**config.mk**
```make
export PLATFORM = sky130hd
export DESIGN_NAME = ternary_stream_reducer_flat
export DESIGN_NICKNAME = d
export VERILOG_FILES = /design/src/rtl/ternary_stream_reducer_if.sv /design/src/rtl/ternary_stream_reducer.sv /design/src/flat_wrapper.sv
export SDC_FILE = /design/constraint.sdc
export NUM_CORES = 1
export LEC_CHECK = 0
export CAP_MARGIN = 20
export CORE_MARGIN = 10
export CORE_UTILIZATION = 56
export DETAILED_ROUTE_END_ITERATION = 12
export PLACE_DENSITY = 0.82
export REMOVE_ABC_BUFFERS = 1
export SLEW_MARGIN = 5
export SYNTH_ARGS = -nofsm -noshare
export SYNTH_HDL_FRONTEND = slang
export SYNTH_SLANG_ARGS = --single-unit
```
**constraint.sdc**
```tcl
create_clock -name clk -period 5.4 [get_ports clk]
set_clock_uncertainty 0.1 [all_clocks]
set_input_delay 0.81 -clock clk [delete_from_list [all_inputs] [get_ports clk]]
set_output_delay 0.81 -clock clk [all_outputs]
set_load 0.02 [all_outputs]
```
**src/rtl/ternary_stream_reducer_if.sv**
```systemverilog
// Handshake bundle for ternary_stream_reducer: trit input stream plus folded result stream.
// The out_err signal exists only when TERNARY_ILLEGAL_CHECK_EN is defined.
interface ternary_stream_reducer_if #(
    parameter int MAX_LEN = 16
);
    localparam int CW = $clog2(MAX_LEN + 1);

    logic [1:0]    op;
    logic          in_valid;
    logic          in_ready;
    logic          in0;
    logic          in1;
    logic          in_last;
    logic          out_valid;
    logic          out_ready;
    logic          out0;
    logic          out1;
    logic [CW-1:0] out_len;
    logic          out_trunc;
`ifdef TERNARY_ILLEGAL_CHECK_EN
    logic          out_err;

    modport master (
        output op, in_valid, in0, in1, in_last, out_ready,
        input  in_ready, out_valid, out0, out1, out_len, out_trunc, out_err
    );
    modport slave (
        input  op, in_valid, in0, in1, in_last, out_ready,
        output in_ready, out_valid, out0, out1, out_len, out_trunc, out_err
    );
`else
    modport master (
        output op, in_valid, in0, in1, in_last, out_ready,
        input  in_ready, out_valid, out0, out1, out_len, out_trunc
    );
    modport slave (
        input  op, in_valid, in0, in1, in_last, out_ready,
        output in_ready, out_valid, out0, out1, out_len, out_trunc
    );
`endif
endinterface

```
**src/rtl/ternary_stream_reducer.sv**
```systemverilog
// Folds a stream of two-rail trits per frame with MAX/MIN/CONSENSUS/ANY and emits one result per frame.
// Define TERNARY_ILLEGAL_CHECK_EN to flag frames containing the illegal 11 encoding on out_err.
module ternary_stream_reducer #(
    parameter int MAX_LEN = 16
) (
    input logic                    clk,
    input logic                    reset,
    ternary_stream_reducer_if.slave bus
);
    localparam int CW = $clog2(MAX_LEN + 1);

    typedef enum logic [1:0] {IDLE, ACC, OUT} state_t;

    function automatic logic [1:0] fold_trit(input logic [1:0] f_op, input logic [1:0] a,
                                             input logic [1:0] b);
        logic [1:0] r;
        case (f_op)
            2'b00:   r = (a > b) ? a : b;
            2'b01:   r = (a < b) ? a : b;
            2'b10:   r = (a == b) ? a : 2'b01;
            default: begin
                if (a == b)           r = a;
                else if (a == 2'b01)  r = b;
                else if (b == 2'b01)  r = a;
                else                  r = 2'b01;
            end
        endcase
        return r;
    endfunction

    // The illegal 11 code is treated as 2 by masking rail 0.
    function automatic logic [1:0] coerce_trit(input logic r1, input logic r0);
        return r1 ? 2'b10 : {1'b0, r0};
    endfunction

    state_t        state_p0, state_next;
    logic [1:0]    acc_p0;
    logic [1:0]    op_p0;
    logic [CW-1:0] count_p0;
    logic [1:0]    out_trit_p1;
    logic [CW-1:0] out_len_p1;
    logic          out_trunc_p1;

    logic          in_ready_c, accept, load_out, trunc_next, handshake;
    logic [1:0]    trit_in, fold_res;
    logic [CW-1:0] cnt_inc;

    assign trit_in  = coerce_trit(bus.in1, bus.in0);
    assign fold_res = fold_trit(op_p0, acc_p0, trit_in);
    assign cnt_inc  = count_p0 + CW'(1);

    always_comb begin
        state_next = state_p0;
        load_out   = 1'b0;
        trunc_next = 1'b0;
        handshake  = 1'b0;
        in_ready_c = (state_p0 != OUT);
        accept     = bus.in_valid && in_ready_c;
        case (state_p0)
            IDLE: begin
                if (accept) begin
                    if (bus.in_last || (MAX_LEN == 1)) begin
                        state_next = OUT;
                        load_out   = 1'b1;
                    end else begin
                        state_next = ACC;
                    end
                end
            end
            ACC: begin
                if (accept) begin
                    if (bus.in_last) begin
                        state_next = OUT;
                        load_out   = 1'b1;
                    end else if (cnt_inc == CW'(MAX_LEN)) begin
                        state_next = OUT;
                        load_out   = 1'b1;
                        trunc_next = 1'b1;
                    end
                end
            end
            OUT: begin
                if (bus.out_ready) begin
                    state_next = IDLE;
                    handshake  = 1'b1;
                end
            end
            default: state_next = IDLE;
        endcase
    end

    always_ff @(posedge clk) begin
        if (reset) state_p0 <= IDLE;
        else       state_p0 <= state_next;
    end

    // Stage p0: fold accumulator; stage p1: result registers that hold between frames.
    always_ff @(posedge clk) begin
        if (reset) begin
            acc_p0       <= 2'b00;
            op_p0        <= 2'b00;
            count_p0     <= '0;
            out_trit_p1  <= 2'b00;
            out_len_p1   <= '0;
            out_trunc_p1 <= 1'b0;
        end else begin
            if (accept && state_p0 == IDLE) begin
                acc_p0   <= trit_in;
                op_p0    <= bus.op;
                count_p0 <= CW'(1);
            end else if (accept && state_p0 == ACC) begin
                acc_p0   <= fold_res;
                count_p0 <= cnt_inc;
            end else if (handshake) begin
                count_p0 <= '0;
            end
            if (load_out) begin
                out_trit_p1  <= (state_p0 == IDLE) ? trit_in : fold_res;
                out_len_p1   <= (state_p0 == IDLE) ? CW'(1) : cnt_inc;
                out_trunc_p1 <= trunc_next;
            end
        end
    end

`ifdef TERNARY_ILLEGAL_CHECK_EN
    logic illegal, err_p0, out_err_p1;
    assign illegal = bus.in1 && bus.in0;

    always_ff @(posedge clk) begin
        if (reset) begin
            err_p0     <= 1'b0;
            out_err_p1 <= 1'b0;
        end else begin
            if (accept && state_p0 == IDLE)     err_p0 <= illegal;
            else if (accept && state_p0 == ACC) err_p0 <= err_p0 | illegal;
            else if (handshake)                 err_p0 <= 1'b0;
            if (load_out)       out_err_p1 <= (state_p0 == IDLE) ? illegal : (err_p0 | illegal);
            else if (handshake) out_err_p1 <= 1'b0;
        end
    end

    assign bus.out_err = out_err_p1;
`endif

    assign bus.in_ready  = in_ready_c;
    assign bus.out_valid = (state_p0 == OUT);
    assign bus.out0      = out_trit_p1[0];
    assign bus.out1      = out_trit_p1[1];
    assign bus.out_len   = out_len_p1;
    assign bus.out_trunc = out_trunc_p1;
endmodule
```
**src/flat_wrapper.sv**
```systemverilog
// flat-port wrapper written by rule: the top's interface ports become plain ports
module ternary_stream_reducer_flat 
#(
    parameter int MAX_LEN = 16
)
  (clk, reset, bus_op, bus_in_valid, bus_in0, bus_in1, bus_in_last, bus_out_ready, bus_in_ready, bus_out_valid, bus_out0, bus_out1, bus_out_len, bus_out_trunc);
  ternary_stream_reducer_if #(.MAX_LEN(MAX_LEN)) bus_i ();
  input logic clk;
  input logic reset;
  input wire logic [$bits(bus_i.op)-1:0] bus_op;
  input wire logic [$bits(bus_i.in_valid)-1:0] bus_in_valid;
  input wire logic [$bits(bus_i.in0)-1:0] bus_in0;
  input wire logic [$bits(bus_i.in1)-1:0] bus_in1;
  input wire logic [$bits(bus_i.in_last)-1:0] bus_in_last;
  input wire logic [$bits(bus_i.out_ready)-1:0] bus_out_ready;
  output wire logic [$bits(bus_i.in_ready)-1:0] bus_in_ready;
  output wire logic [$bits(bus_i.out_valid)-1:0] bus_out_valid;
  output wire logic [$bits(bus_i.out0)-1:0] bus_out0;
  output wire logic [$bits(bus_i.out1)-1:0] bus_out1;
  output wire logic [$bits(bus_i.out_len)-1:0] bus_out_len;
  output wire logic [$bits(bus_i.out_trunc)-1:0] bus_out_trunc;
  assign bus_i.op = bus_op;
  assign bus_i.in_valid = bus_in_valid;
  assign bus_i.in0 = bus_in0;
  assign bus_i.in1 = bus_in1;
  assign bus_i.in_last = bus_in_last;
  assign bus_i.out_ready = bus_out_ready;
  assign bus_in_ready = bus_i.in_ready;
  assign bus_out_valid = bus_i.out_valid;
  assign bus_out0 = bus_i.out0;
  assign bus_out1 = bus_i.out1;
  assign bus_out_len = bus_i.out_len;
  assign bus_out_trunc = bus_i.out_trunc;
  ternary_stream_reducer #(.MAX_LEN(MAX_LEN)) u_core (.clk(clk), .reset(reset), .bus(bus_i));
endmodule
```
-- Yosys cells after proc, flatten, opt, wreduce, memory -nomap -nowiden
Index checks and enable logic that the tools add are counted.
Widths: inputs -> output; s select.
- register bits: 19
- input port bits: 9
- output and inout port bits: 10
- $add $sub $neg: 1
- order comparisons: 2
- eq/ne operators: 13
- multiplexer cells: 33
- reduce and logical (&&, ||, !) cells: 10
- operator list (operator ; number):
    $mux 2 ; 16
    $mux 5 ; 3
    $pmux 2 s3 ; 2
    $mux 1 ; 11
    $eq 2x1->1 const B ; 4
    $add 5x1->5 const B ; 1
    $eq 5x5->1 const B ; 1
    $eq 2x2->1 const B ; 2
    $logic_not 2->1 ; 2
    $ne 2x1->1 const B ; 2
    $ne 2x2->1 const B ; 2
    $reduce_and 4->1 ; 1
    $reduce_bool 2->1 ; 2
    $logic_and 1x1->1 ; 3
    $ne 3x2->1 const B ; 1
    $reduce_bool 3->1 ; 1
    $eq 2x2->1 ; 1
    $gt 2x2->1 ; 1
    $lt 2x2->1 ; 1
    $pmux 1 s2 ; 1
    $reduce_or 2->1 ; 1

-- Depth between registers and ports, before layout
Gate-level depths: netlist (run 1).
- word-level depth: 8
- mapped depth: 8
- depth with buffers taken out: 7

-- Worst setup path before layout (run 1)
OpenSTA, ideal clock, no wires.
- kind: input-to-reg
- from: in bus_in1
- to: reg u_core.out_trit_p1[0]
- library setup time: 0.091 ns
- arrival: 2.292 ns
- data required time: 5.209 ns
- path slack: 2.917 ns
- cell stages on the path: 8
- path buffers: 1
- cells stage by stage: inv_1 -> ha_1 -> clkbuf_1 -> nor2_1 -> a22o_1 -> a222oi_1 -> o21ai_0 -> a311oi_1
- word-level cells in the longest chain between the ends: 7
- RTL lines (item ; RTL line ; RTL):
    start: declaration ; flat_wrapper.sv:13 ; input wire logic [$bits(bus_i.in1)-1:0] bus_in1;
    $mux 2 * ; ternary_stream_reducer.sv:33 ; return r1 ? 2'b10 : {1'b0, r0};
    $eq 2x1->1 ; ternary_stream_reducer.sv:24 ; else if (b == 2'b01) r = a;
    $mux 2 ; ternary_stream_reducer.sv:24 ;
    $mux 2 ; ternary_stream_reducer.sv:23 ; else if (a == 2'b01) r = b;
    $mux 2 ; ternary_stream_reducer.sv:22 ; if (a == b) r = a;
    $pmux 2 s3 ; ternary_stream_reducer.sv:17 ; case (f_op)
    $mux 2 * ; ternary_stream_reducer.sv:118 ; out_trit_p1 <= (state_p0 == IDLE) ? trit_in : fold_res;
    end signal: assignment ; ternary_stream_reducer.sv:118 ;
    end: declaration ; ternary_stream_reducer.sv:40 ; logic [1:0] out_trit_p1;
Every way passes the cells marked *; elsewhere a longest branch is shown, timed or not.
A chain may end at the register's enable or synchronous reset.

-- Worst setup path after layout (run 1)
Same ends and word-level chain as after synthesis.

==> impl_metrics.json, run 1 <==
{
  "cp_cell_sequence": "clkdlybuf4s50_1 -> inv_1 -> ha_1 -> nor2_1 -> a22o_1 -> a222oi_1 -> o21ai_0 -> a311oi_1",
  "ios": 19,
  "cts_tree": "yes",
  "h-tree-depth": 1,
  "status": "completed",
  "avgViaCountPerCell": 6.24,
  "synthAdderAreaFrac": 0.0324,
  "cts_sinks": 19,
  "layout-area-overhead-vs-synth_pct": 16.4,
  "dp_hpwl_mm": 2.17,
  "r2r_cells": 6,
  "die_h_um": 65.5,
  "hold_end": "u_core.bus.out_len[2]",
  "die_w_um": 65.5,
  "dr_total_vias": 1166,
  "dr.first_iter.drc_count": 97,
  "timing.rr.start": "u_core.acc_p0[1]",
  "min_from": "u_core.bus.out_len[2]",
  "layout.nets": 173,
  "fin_ws_ns": 2.48,
  "drc": 0,
  "period_needed_ns": 2.92,
  "first_pass_iters": 4,
  "drv_cap": 0,
  "pre_cts_slack_ns": 2.19,
  "die_area_um2": 4290,
  "routed_wl_mm": 2.99,
  "synth_edf_count": 0,
  "post_cts_buffers": 0,
  "synthMuxAreaShare": 0.0259,
  "slew_violations": 0,
  "crit_required_ns": 5.50,
  "synth_compound_area_frac": 0.288,
  "crit_type": "primary input to flip-flop",
  "drive_gt1_frac": 0.0313,
  "start_util": 0.590,
  "ys_warn_count": 0,
  "synth_top_family_by_area": "compound AO/OA/AOI/OAI gates",
  "p_switching_uw": 93.4,
  "min_path_cells": 2,
  "rrSetupSlack_ns": 3.23,
  "seq_power_share": 0.527,
  "synthArstFlopShare": 0,
  "grt_pass1_wl_mm": 4.94,
  "antenna_found_initial": 0,
  "cts_resized": 0,
  "rows": 16,
  "syn_inst": 149,
  "hold_path.class": "flip-flop to flip-flop",
  "cts_root_buffer": "clkbuf_4",
  "synthDistinctLibCells": 45,
  "end_kind": "flip-flop",
  "max_stage_delay_ns": 0.57,
  "clk_pin_slew_ns": 0.12,
  "clk_path_buf_depth": 2,
  "worstMarginPinSlew_ns": 0.931,
  "synth-simple-area-share": 0.239,
  "grtUsageTotal": 0.138,
  "place_inst": 183,
  "path_delay_family": "compound AO/OA/AOI/OAI gates",
  "utilization": 0.687,
  "peakVddDrop_v": 0.000244,
  "use_met3": 0.0407,
  "powerDensity_nw_per_um2": 219,
  "final_cells": 187,
  "cts_hold_buf": 0,
  "relSlewSlack": 0.378,
  "holdWs_ns": 0.384,
  "synth-main-ff-cell": "dfxtp_1",
  "diodes": 0,
  "p_clk_frac": 0.250,
  "max_clock_freq_mhz": 343,
  "critPathBufInv": 2,
  "r2r_end": "u_core.out_trit_p1[0]",
  "use_met1": 0.171,
  "postRouteAntennaNets": 0,
  "grt_setup_unrepaired": "no",
  "syn_area_per_cell_um2": 7.77,
  "p_int_uw": 201,
  "combPwrFrac": 0.222,
  "cp-start-kind": "primary input",
  "path_max_fanout": 9,
  "gp_congestion": 0.958,
  "ys_ff_latch": 19,
  "mappedNetlistArea_um2": 1160,
  "setup_tns_ns": 0,
  "grt_pass1_vias": 1053,
  "final_hold_viol_count": 0,
  "core-area_um2": 1960,
  "use_met2": 0.229,
  "min_period_over_period": 0.540,
  "grt_busiest_layer": "met2",
  "leakage_nw": 0.473,
  "cp_slowest_cell": "clkdlybuf4s50_1",
  "synth-xor-area-share": 0.0227,
  "swShare": 0.317,
  "cts_buffers": 3,
  "finalSetupViolations": 0,
  "grt_max_degree": 18,
  "grt_overflow": 0,
  "clock_latency_ns": 0.29,
  "wl_per_cell_um": 16.0,
  "ys_seq_area_frac": 0.329,
  "port_buffers": 18,
  "cp.arrival_ns": 3.02
}
==> worst register-to-register path: stages, from the launching register on <==
cell	delay [ns]
dfxtp_1	0.53
ha_1	0.40
nor2_1	0.18
o21bai_1	0.08
a222oi_1	0.40
o21ai_0	0.12
a311oi_1	0.28
==> placed cells by master (no fill, tap or decap), types with 2 or more instances in the layout <==
cell,count
inv_1,6
nand3_1,6
clkdlybuf4s50_1,18
mux2i_1,3
nor4_1,2
nand2b_1,2
nor2b_1,4
a31oi_1,2
nor3_1,3
clkbuf_4,3
a22oi_1,2
a21oi_1,15
ha_1,3
a32oi_1,2
o221ai_1,2
nor2_1,11
o21ai_0,14
nand4b_1,2
or4_1,4
o21bai_1,2
xor2_1,2
dfxtp_1,19
a22o_1,2
nand2_1,12
==> flip-flops by register name, summed over array words and instances, names as in the netlist <==
name,cells
u_core.acc_p0,2
u_core.out_trit_p1,2
u_core.count_p0,5
u_core.state_p0,2
u_core.bus.out_len,5
u_core.bus.out_trunc,1
u_core.op_p0,2
==> stage by stage <==
step	area (um2)	power [mW]
after floorplan	1110	0.196
after global placement	1320	0.220
after detailed placement	1320	0.222
after CTS	1350	0.294
after global routing	1350	0.307
final	1350	0.295
==> cells by family (layout without fill, tap and decap cells) <==
group / Yosys count / after routing
compound gates: 52 / 52
xor+xnor: 3 / 3
fa+ha+maj: 3 / 3
buf+inv: 17 / 28
flops: 19 / 19
mux: 3 / 3
simple gates: 52 / 52
==> per-layer routing <==
| metal | up-vias | share of wire |
|---|---|---|
| met3 | 4 | 0.084 |
| met1 | 543 | 0.44 |
| met4 | 0 | 0.0097 |
| met5 | - | 0 |
| met2 | 48 | 0.47 |
| li1 | 571 | - |
==> cell type report <==
| cell class | instances | area, um2 |
|---|---|---|
| timing repair buffer | 18 | 180 |
| clock inverter | 1 | 5.00 |
| sequential | 19 | 380 |
| fill | 181 | 614 |
| inverter | 6 | 22.5 |
| clock buffer | 3 | 22.5 |
| multi-input combinational | 113 | 703 |
| tap | 27 | 33.8 |
==> synthesized netlist by cell type, types with 2 or more instances <==
library cell / n / area [um2]
nor2b_1: 4 / 25.0
ha_1: 3 / 37.5
o221ai_1: 2 / 17.5
nand2b_1: 2 / 12.5
nor4_1: 2 / 12.5
nor3_1: 3 / 15.0
a31oi_1: 2 / 12.5
o21ai_0: 14 / 70.1
clkbuf_1: 7 / 26.3
inv_1: 6 / 22.5
nor2_1: 11 / 41.3
nand2_1: 12 / 45.0
or4_1: 4 / 30.0
nand4b_1: 2 / 17.5
xor2_1: 2 / 17.5
dfxtp_1: 19 / 380
a21oi_1: 15 / 75.1
a22o_1: 2 / 17.5
mux2i_1: 3 / 30.0
a22oi_1: 2 / 15.0
nand3_1: 6 / 30.0
o21bai_1: 2 / 15.0
a32oi_1: 2 / 17.5
==> power groups by stage <==
stage	Combinational (mW)	Sequential, mW	Clock, mW
after floorplan	0.0386	0.158	0
after global placement	0.0619	0.158	0
after detailed placement	0.0641	0.158	0
after CTS	0.0642	0.155	0.0747
after global routing	0.0712	0.156	0.0798
final	0.0655	0.155	0.0737
==> how the worst max path moves through the flow <==
| stage | from | endpoint | slack [ns] | cells past startpoint |
|---|---|---|---|---|
| floorplan | bus_in1 | u_core.out_trit_p1[0] | 3.03 | 7 |
| CTS | bus_in1 | u_core.out_trit_p1[0] | 2.51 | 8 |
| global placement | bus_in1 | u_core.out_trit_p1[0] | 2.31 | 8 |
| global route | bus_in1 | u_core.out_trit_p1[0] | 2.25 | 8 |
| detailed placement | bus_in1 | u_core.out_trit_p1[0] | 2.19 | 8 |
| finish | bus_in1 | u_core.out_trit_p1[0] | 2.48 | 8 |
Note: power is estimated with default switching activity, not from simulation.
==> inputs of run 2 (changes only) <==
CORE_UTILIZATION = 47   (was 56)
PLACE_DENSITY = 0.74   (was 0.82)
clock period = 2.5 ns   (was 5.4 ns; I/O delays follow)
==> impl_metrics.json, run 2 (synthesis gave the netlist of run 1 again) <==
{
  "clk_pin_slew_ns": 0.10,
  "cts_sinks": 19,
  "finalSetupViolations": 0,
  "core-area_um2": 2280,
  "cts_hold_buf": 0,
  "cts_tree": "yes",
  "power_uw": 639,
  "h-tree-depth": 1,
  "diodes": 0,
  "clock_latency_ns": 0.29,
  "place_inst": 192,
  "grt_pass1_vias": 1121,
  "cp-endpoint": "u_core.out_trit_p1[0]",
  "grt_max_degree": 17,
  "final_cells": 196,
  "dr.first_iter.drc_count": 134,
  "avgViaCountPerCell": 5.96,
  "final_hold_viol_count": 0,
  "layout.nets": 181,
  "cp-start-kind": "primary input",
  "layout-area-overhead-vs-synth_pct": 21.6,
  "relSlewSlack": 0.519,
  "min_period_over_period": 0.896,
  "routed_wl_mm": 2.85,
  "crit_type": "primary input to flip-flop",
  "most-common-layout-cells": "dfxtp_1 (19), clkdlybuf4s50_1 (18), a21oi_1 (15), o21ai_0 (14), nand2_1 (12)",
  "end_kind": "flip-flop",
  "peakVddDrop_v": 0.000409,
  "final_common_cell": "dfxtp_1",
  "worstMarginPinSlew_ns": 0.719,
  "max_clock_freq_mhz": 447,
  "slew_violations": 0,
  "clk_path_buf_depth": 2,
  "cts_resized": 0,
  "grt_overflow": 0,
  "path_max_fanout": 5,
  "drc": 0,
  "leakage_nw": 0.509,
  "wl_per_cell_um": 14.5,
  "cp.arrival_ns": 2.35,
  "cts_root_buffer": "clkbuf_4",
  "postRouteAntennaNets": 0,
  "grt_setup_unrepaired": "no",
  "drive_gt1_frac": 0.0714,
  "antenna_found_initial": 0,
  "powerDensity_nw_per_um2": 454,
  "timing.rr.start": "u_core.acc_p0[1]",
  "first_pass_iters": 5,
  "grt_pass1_wl_mm": 4.99,
  "port_buffers": 18,
  "grtUsageTotal": 0.116,
  "post_cts_buffers": 0,
  "dp_hpwl_mm": 2.20,
  "die_area_um2": 4850,
  "hold_path.class": "flip-flop to flip-flop",
  "cts_buffers": 3,
  "dr_total_vias": 1169,
  "start_util": 0.509,
  "rows": 17,
  "drv_cap": 0,
  "rrSetupSlack_ns": 0.38,
  "gp_congestion": 0.882,
  "status": "completed",
  "period_needed_ns": 2.24,
  "r2r_end": "u_core.out_trit_p1[0]",
  "ios": 19,
  "die_h_um": 69.6,
  "crit_required_ns": 2.61,
  "die_w_um": 69.6,
  "r2r_cells": 6,
  "startpoint": "bus_in1"
}
[run 2: metrics by stage]
stage               hold WS, ns  TNS, ns  setup WS (ns)  instance area, um2  utilization
floorplan                 0.344        0          0.561                1110            -
global placement          0.347        0         0.0704                1380        0.607
detailed placement        0.369  -0.0247        -0.0247                1380        0.607
CTS                       0.382        0          0.284                1410        0.618
global route              0.413        0          0.188                1410        0.618
finish                    0.381        0          0.261                1410        0.618
[run 2: critical path, stage by stage]
cell	delay [ns]
clkdlybuf4s50_1	0.48
inv_1	0.06
ha_1	0.35
nor2_1	0.08
a22o_1	0.20
a222oi_1	0.39
o21ai_0	0.14
a311oi_1	0.27
[run 2: worst min-delay path by stage]
stage | from | endpoint | slack (ns) | cells after the start
2_1_floorplan | reset | u_core.bus.out_len[1] | 0.34 | 1
3_3_place_gp | u_core.bus.out_trunc | u_core.bus.out_trunc | 0.35 | 1
3_5_place_dp | u_core.bus.out_len[4] | u_core.bus.out_len[4] | 0.37 | 2
4_1_cts | u_core.bus.out_len[3] | u_core.bus.out_len[3] | 0.38 | 2
5_1_grt | u_core.bus.out_len[3] | u_core.bus.out_len[3] | 0.41 | 2
6_report | u_core.bus.out_len[3] | u_core.bus.out_len[3] | 0.38 | 2
[run 2: per-layer routing]
metal	wire, um	vias to the layer above	part of all wire	track usage
li1	-	590	-	-
met1	1270	537	0.44	0.144
met2	1350	36	0.47	0.188
met3	210	6	0.074	0.0428
met4	25	0	0.0088	0.0239
met5	0	-	0	0
[run 2: final cells by class]
class                   instances  area, um2
repair buffers                 26        240
well taps                      28       35.0
flip-flops and latches         19        380
clock buffers                   4       26.3
fillers                       202        868
multi-input cells             113        703
inverters                       6       22.5
[run 2: power breakdown]
part           total [mW]  leakage, nW  internal [mW]  switching (mW)
combinational       0.152        0.339         0.0705          0.0820
clock               0.153       0.0150         0.0621          0.0912
sequential          0.334        0.155          0.315          0.0191
